--- config.mk ---
export PLATFORM = sky130hd
export DESIGN_NAME = fb_scan_reader
export DESIGN_NICKNAME = d
export VERILOG_FILES = /design/src/rtl/fb_scan_reader.sv
export SDC_FILE = /design/constraint.sdc
export NUM_CORES = 1
export LEC_CHECK = 0
export ABC_AREA = 1
export CAP_MARGIN = 20
export CELL_PAD_IN_SITES_DETAIL_PLACEMENT = 0
export CELL_PAD_IN_SITES_GLOBAL_PLACEMENT = 1
export CORE_MARGIN = 5
export CORE_UTILIZATION = 36
export DETAILED_ROUTE_END_ITERATION = 10
export GPL_TIMING_DRIVEN = 0
export PLACE_DENSITY_LB_ADDON = 0.1
export SLEW_MARGIN = 20
export SYNTH_ARGS = -nofsm -noshare
export SYNTH_HDL_FRONTEND = slang
export SYNTH_SLANG_ARGS = --single-unit
--- constraint.sdc ---
create_clock -name clk -period 2.3 [get_ports clk]
set_input_delay 0.46 -clock clk [delete_from_list [all_inputs] [get_ports clk]]
set_output_delay 0.46 -clock clk [all_outputs]
set_load 0.1 [all_outputs]
--- src/rtl/fb_scan_reader.sv ---
//------------------------------------------------------------------------------
// Module      : fb_scan_reader
// Description : VGA timing generator that scans a pixel-replicated frame buffer
//               through a 3-stage pipeline (counters -> address -> colour).
// Revision    : 1.0 - initial release
//------------------------------------------------------------------------------
`default_nettype none

module fb_scan_reader #(
    parameter int WIDTH  = 160,
    parameter int HEIGHT = 120,
    parameter int SCALE  = 4,
    parameter int H_VIS  = 640,
    parameter int H_FP   = 16,
    parameter int H_SYNC = 96,
    parameter int H_BP   = 48,
    parameter int V_VIS  = 480,
    parameter int V_FP   = 10,
    parameter int V_SYNC = 2,
    parameter int V_BP   = 33
) (
    input  logic        clk,
    input  logic        reset_n,
    input  logic [11:0] fb_data,
    output logic [14:0] a,
    output logic [3:0]  vga_r,
    output logic [3:0]  vga_g,
    output logic [3:0]  vga_b,
    output logic        hsync,
    output logic        vsync,
    output logic        in_vblank,
    output logic        frame_start
);

    localparam int H_TOTAL = H_VIS + H_FP + H_SYNC + H_BP;
    localparam int V_TOTAL = V_VIS + V_FP + V_SYNC + V_BP;
    localparam int HW      = $clog2(H_TOTAL);
    localparam int VW      = $clog2(V_TOTAL);
    localparam int SHIFT   = $clog2(SCALE);

    localparam logic [HW-1:0] c_h_last     = HW'(H_TOTAL - 1);
    localparam logic [HW-1:0] c_h_vis      = HW'(H_VIS);
    localparam logic [HW-1:0] c_hs_start   = HW'(H_VIS + H_FP);
    localparam logic [HW-1:0] c_hs_end     = HW'(H_VIS + H_FP + H_SYNC);
    localparam logic [VW-1:0] c_v_last     = VW'(V_TOTAL - 1);
    localparam logic [VW-1:0] c_v_vis      = VW'(V_VIS);
    localparam logic [VW-1:0] c_vs_start   = VW'(V_VIS + V_FP);
    localparam logic [VW-1:0] c_vs_end     = VW'(V_VIS + V_FP + V_SYNC);
    localparam logic [14:0]   c_width      = 15'(WIDTH);

    // The frame buffer must exactly tile the visible area after replication.
    if ((WIDTH * SCALE != H_VIS) || (HEIGHT * SCALE != V_VIS) ||
        (WIDTH * HEIGHT > 32768) || ((1 << SHIFT) != SCALE)) begin : g_geometry_check
        $error("fb_scan_reader: inconsistent frame buffer geometry");
    end

    logic [HW-1:0] r_h_cnt;
    logic [VW-1:0] r_v_cnt;

    logic          w_visible;
    logic          w_hsync;
    logic          w_vsync;
    logic [14:0]   w_row;
    logic [14:0]   w_col;
    logic [14:0]   w_addr;

    logic          r_vis_d1, r_vis_d2;
    logic          r_hs_d1,  r_hs_d2;
    logic          r_vs_d1,  r_vs_d2;
    logic [11:0]   r_rgb;
    logic          r_hsync;
    logic          r_vsync;

    always_ff @(posedge clk or negedge reset_n) begin
        if (!reset_n) begin
            r_h_cnt <= '0;
            r_v_cnt <= '0;
        end else if (r_h_cnt == c_h_last) begin
            r_h_cnt <= '0;
            r_v_cnt <= (r_v_cnt == c_v_last) ? '0 : r_v_cnt + 1'b1;
        end else begin
            r_h_cnt <= r_h_cnt + 1'b1;
        end
    end

    always_comb begin
        w_visible = (r_h_cnt < c_h_vis) && (r_v_cnt < c_v_vis);
        w_hsync   = !((r_h_cnt >= c_hs_start) && (r_h_cnt < c_hs_end));
        w_vsync   = !((r_v_cnt >= c_vs_start) && (r_v_cnt < c_vs_end));
        w_row     = 15'(r_v_cnt >> SHIFT);
        w_col     = 15'(r_h_cnt >> SHIFT);
        w_addr    = w_row * c_width + w_col;
    end

    // Stage 1: address issue; flags travel alongside so they stay aligned with RAM data.
    always_ff @(posedge clk or negedge reset_n) begin
        if (!reset_n) begin
            a        <= '0;
            r_vis_d1 <= 1'b0;
            r_hs_d1  <= 1'b1;
            r_vs_d1  <= 1'b1;
        end else begin
            a        <= w_visible ? w_addr : 15'd0;
            r_vis_d1 <= w_visible;
            r_hs_d1  <= w_hsync;
            r_vs_d1  <= w_vsync;
        end
    end

    // Stage 2: covers the synchronous RAM read latency.
    always_ff @(posedge clk or negedge reset_n) begin
        if (!reset_n) begin
            r_vis_d2 <= 1'b0;
            r_hs_d2  <= 1'b1;
            r_vs_d2  <= 1'b1;
        end else begin
            r_vis_d2 <= r_vis_d1;
            r_hs_d2  <= r_hs_d1;
            r_vs_d2  <= r_vs_d1;
        end
    end

    always_ff @(posedge clk or negedge reset_n) begin
        if (!reset_n) begin
            r_rgb   <= 12'h000;
            r_hsync <= 1'b1;
            r_vsync <= 1'b1;
        end else begin
            r_rgb   <= r_vis_d2 ? fb_data : 12'h000;
            r_hsync <= r_hs_d2;
            r_vsync <= r_vs_d2;
        end
    end

    assign vga_r       = r_rgb[11:8];
    assign vga_g       = r_rgb[7:4];
    assign vga_b       = r_rgb[3:0];
    assign hsync       = r_hsync;
    assign vsync       = r_vsync;
    assign in_vblank   = (r_v_cnt >= c_v_vis);
    assign frame_start = (r_h_cnt == '0) && (r_v_cnt == '0);

endmodule

`default_nettype wire

---- Yosys cells after proc, flatten, opt, wreduce, memory -nomap -nowiden ----
Index checks and enable logic that the tools add are counted.
storage, ports and cells
  bits in registers ....................... 55
  bits in latches ......................... 0
  bits in writable memories ............... 0
  memory bits (read-only) ................. 0
  input bits .............................. 14
  output and inout port bits .............. 31
  logic and storage cells ................. 37
  memories ................................ 0
operators by class
  $add $sub $neg .......................... 3
  $mul .................................... 1
  divide/modulo/power cells ............... 0
  order comparisons ....................... 7
  eq/ne operators ......................... 2
  shift operators ......................... 0
  mux-type cells .......................... 4
  bitwise gates (word level) .............. 0
  reduce and logical (&&, ||, !) cells .... 8
operators by type and width
  operator                                                             number
  adder 10 x 1 -> 10 bit (second input constant)                       2
  equality test 10 bit (second input constant)                         2
  greater-or-equal comparator 10 x 9 -> 1 bit (second input constant)  2
  zero test 10 bit                                                     2
  less-than comparator 10 bit (second input constant)                  2
  less-than comparator 10 x 9 -> 1 bit (second input constant)         2
  2-to-1 mux 10 bit                                                    2
  adder 15 x 8 -> 15 bit                                               1
  2-to-1 mux 15 bit                                                    1
  2-to-1 mux 12 bit                                                    1
  greater-or-equal comparator 10 bit (second input constant)           1
  multiplier 8 x 3 -> 10 bit (second input constant)                   1
  logical AND 1 bit                                                    4
  zero test 1 bit                                                      2

---- Longest topological paths before layout ----
  depth in word-level cells ............... 3
  mapped depth ............................ 14
  gate-level depth less buffers ........... 14

---- Least setup slack after synthesis ----
OpenSTA, ideal clock, no wires.
  path kind ............................... register to output
  start point ............................. register r_v_cnt[5]
  end point ............................... output frame_start
  arrival time ............................ 2.997 ns
  required time ........................... 1.840 ns
  slack ................................... -1.157 ns
  stages on the path, launching flop included .. 4
  path buffers ............................ 0
  cells stage by stage .................... dfrtp_1 -> nor4_1 -> nand4_1 -> nor3_1
on the way
  cells in the longest elaborated chain, start to end .. 2
RTL lines
  what                    RTL line  RTL
  start, declared         58        logic [VW-1:0] r_v_cnt;
  start signal, assigned  80        r_v_cnt <= (r_v_cnt == c_v_last) ? '0 : r_v_cnt + 1'b1;
  zero test 10 bit        141       assign frame_start = (r_h_cnt == '0) && (r_v_cnt == '0);
  logical AND 1 bit       141
  end, declared           32        output logic frame_start
Every way passes these cells.

---- Worst setup path in the final report ----
  start point ............................. register r_rgb[0]
  end point ............................... output vga_b[0]
RTL lines
  what                    RTL line  RTL
  start, declared         70        logic [11:0] r_rgb;
  start signal, assigned  129       r_rgb <= r_vis_d2 ? fb_data : 12'h000;
  end, declared           28        output logic [3:0] vga_b,
No word-level cell between the ends.

==> results.toml <==
[power_and_ir_drop]
swShare_pct = 25.9
p_int_mw = 1.24
pwr-share-comb_pct = 9.0
seq_power_share_pct = 58.7
p_clk_share_pct = 32.2
p_leak_nw = 1.90
netSwitchingPower_mw = 0.432
finalPower_mw = 1.67
p_per_area_mw_per_mm2 = 451
vdd_drop_max_v = 0.000251

[sta]
fin_tns_setup_ns = 0
period_share_pct = 97.8
slew_viol_final = 0
min_period_ns = 2.25
max_slew_margin_pct = 33.7
max_freq_mhz = 445
setup_ws_ns = 0.0515
hold_viol_final = 0
fin_worst_skew_ns = 0.0174
rsz0062_at_grt = "true"
tightest_slew_ns = 0.993
setup-violations-final = 0

[finish]
nNetsFinal = 417
fin_area_mm2 = 0.00370
area_growth_pct = 31.9
num_antenna_cells = 0
layout-drive-gt1-share_pct = 18.5
fillers = 744

[placed_design]
gp_congestion = 0.772
io_buffers = 44
dp_worst_setup_slack_ns = -0.775
dpl_cell_area_mm2 = 0.00338
hpwl_um = 4290

[floorplan]
start_util_pct = 36.7
ioPinCount = 45
die_w_um = 98.3
rows = 32
core_area_mm2 = 0.00765
die-height_um = 98.3
die_area_mm2 = 0.00966

[logic_synthesis]
synth_area_mm2 = 0.00281
syn-instance-count = 316
synthArstFlopShare_pct = 100
ys_ff_latch = 55
yosys-top-cells-area = "dfrtp_1 44%, ha_1 8.5%, nand2_1 8.4%"
yosysWarnings = 0
synth_edf_count = 0
synth_fp_nets = 351
yosysTopAreaCellShare_pct = 43.7
synth-main-ff-cell = "dfrtp_1"
synth.most_common_cell = "nand2_1"
syn_avg_cell_area_um2 = 8.88
yosys-top-cells-count = "63 x nand2_1, 55 x inv_1, 49 x dfrtp_1, 30 x nor2_1, 19 x ha_1"
ys_seq_area_share_pct = 49.3
ys_types = 34
synth_top_cell_by_area = "dfrtp_1"

[clock_network]
cts_root_buffer = "clkbuf_8"
clk-insertion-delay-late_ns = 0.31
tritoncts = "done"
cts_buffers = 5
postCtsHoldBufs = 0
clockBufferDepth = 2
htree_levels = 2
path_clk_slew_ns = 0.11
clkSinkCount = 55

[drt]
num_vias = 2169
ant_nets = 0
wl_per_cell_um = 11.9
wirelength_um = 5770
first_pass_iters = 4
drt_iter0_markers = 48
drc = 0
drt-vias-per-instance = 4.47

[setup_path]
path_class = "flip-flop to output port"
path_delay_family = "buffers and inverters"
cp_num_buf_inv = 1
worst-path-max-fanout = 1
max_stage_delay_ns = 1.13
crit_chain = "clkdlybuf4s50_1"
crit_arrival_ns = 1.79
required_ns = 1.84
worstSetupEndpointType = "output port"
cp_slowest_cell = "clkdlybuf4s50_1"
startpoint_type = "flip-flop"

[outcome]
status = "complete, no violations"

[global_routing]
grt_pass1_vias = 2036
overflow = 0
grt_use_total_pct = 12.3
antenna_found_initial = 0
grt_max_degree = 56
grt_pass1_wl_um = 9690

[flow_run]
max_cap_viol_count = 0

[min_path]
hp-class = "primary input to async pin"
## power groups by stage
stage | logic [mW] | clock network (mW) | registers (mW)
4_1_cts | 0.154 | 0.577 | 0.980
3_3_place_gp | 0.154 | 0 | 0.999
6_report | 0.151 | 0.537 | 0.980
2_1_floorplan | 0.00767 | 0 | 1.08
5_1_grt | 0.161 | 0.615 | 0.981
3_5_place_dp | 0.154 | 0 | 0.999
## timing repair
action                     4_1_cts  5_1_grt
buffers inserted                 8        7
gates resized for setup         31       17
setup endpoints to repair        7        9
gates cloned                     0        0
pin swaps                        9       10
## logic make-up after synthesis
| kind of cell | after synthesis | synth area share (%) |
|---|---|---|
| fa+ha+maj | 21 | 9.90 |
| compound gates | 24 | 4.73 |
| xor+xnor | 11 | 3.43 |
| simple gates | 143 | 24.2 |
| buf+inv | 62 | 8.47 |
| flops | 55 | 49.3 |
## final timing paths
| kind | endpoint | depth (start not counted) | startpoint | slack (ns) |
|---|---|---|---|---|
| setup / recovery | vga_b[0] | 1 | r_rgb[0] | 0.05 |
| max in group asynchronous | r_v_cnt[3] | 1 | reset_n | 1.62 |
| hold reg to reg | r_vis_d2 | 0 | r_vis_d1 | 0.35 |
| setup reg to reg | a[14] | 13 | r_v_cnt[3] | 0.12 |
| min in group clk | r_vis_d2 | 0 | r_vis_d1 | 0.35 |
| hold / removal | a[8] | 1 | reset_n | 0.19 |
## placed cells by master (no fill, tap or decap), types with 3 or more instances in the layout
| cell type | netlist | routed |
|---|---|---|
| a21oi_1 | 11 | 11 |
| xor2_1 | 10 | 10 |
| nor2_4 | 1 | 3 |
| nor2_1 | 30 | 27 |
| buf_4 | 1 | 16 |
| inv_2 | 3 | 7 |
| clkbuf_8 | 0 | 5 |
| nand2_1 | 63 | 62 |
| nand4_1 | 9 | 9 |
| nand3_1 | 16 | 14 |
| inv_1 | 55 | 51 |
| o21ai_0 | 5 | 5 |
| o21ai_1 | 3 | 3 |
| dfstp_2 | 6 | 6 |
| dfrtp_1 | 49 | 44 |
| ha_1 | 19 | 16 |
| nor3_1 | 10 | 8 |
| clkdlybuf4s50_1 | 0 | 36 |
| dlymetal6s2s_1 | 0 | 3 |
| nand3_2 | 3 | 5 |
| dfrtp_2 | 0 | 5 |
## state kept, by name (all words and copies together) (netlist names)
name and count:
r_hs_d1 1, r_rgb 12, r_vis_d1 1, r_vs_d1 1, vsync 1, a 15
r_v_cnt 10, hsync 1, r_vis_d2 1, r_h_cnt 10, r_hs_d2 1, r_vs_d2 1
## per-stage QoR
step | util [%] | hold slack [ns] | instances
CTS | 47.1 | 0.210 | 478
detailed placement | 44.2 | 0.335 | 462
floorplan | - | 0.164 | 316
global placement | 44.3 | 0.332 | 462
finish | 48.4 | 0.193 | 485
global route | 48.4 | 0.250 | 485
## final cells by class
type / instances / area [µm²] / area share, %
repair buffers: 59 / 571 / 15.4
inverters: 58 / 218 / 5.88
plain buffers: 4 / 20.0 / 0.541
well taps: 102 / 128 / 3.45
clock buffers: 5 / 68.8 / 1.86
multi-input cells: 199 / 1280 / 34.7
clock inverters: 3 / 22.5 / 0.609
flip-flops and latches: 55 / 1390 / 37.6
## metal layers
layer  GRT usage (%)  vias to the layer above  share of wire (%)
met2            20.6                       35                 47
met1            15.9                      991                 47
met4            3.15                        0                1.2
met3            3.21                        6                4.7
li1                -                     1137                  -
met5               0                        -                  0
(Power assumes the default switching activity.)
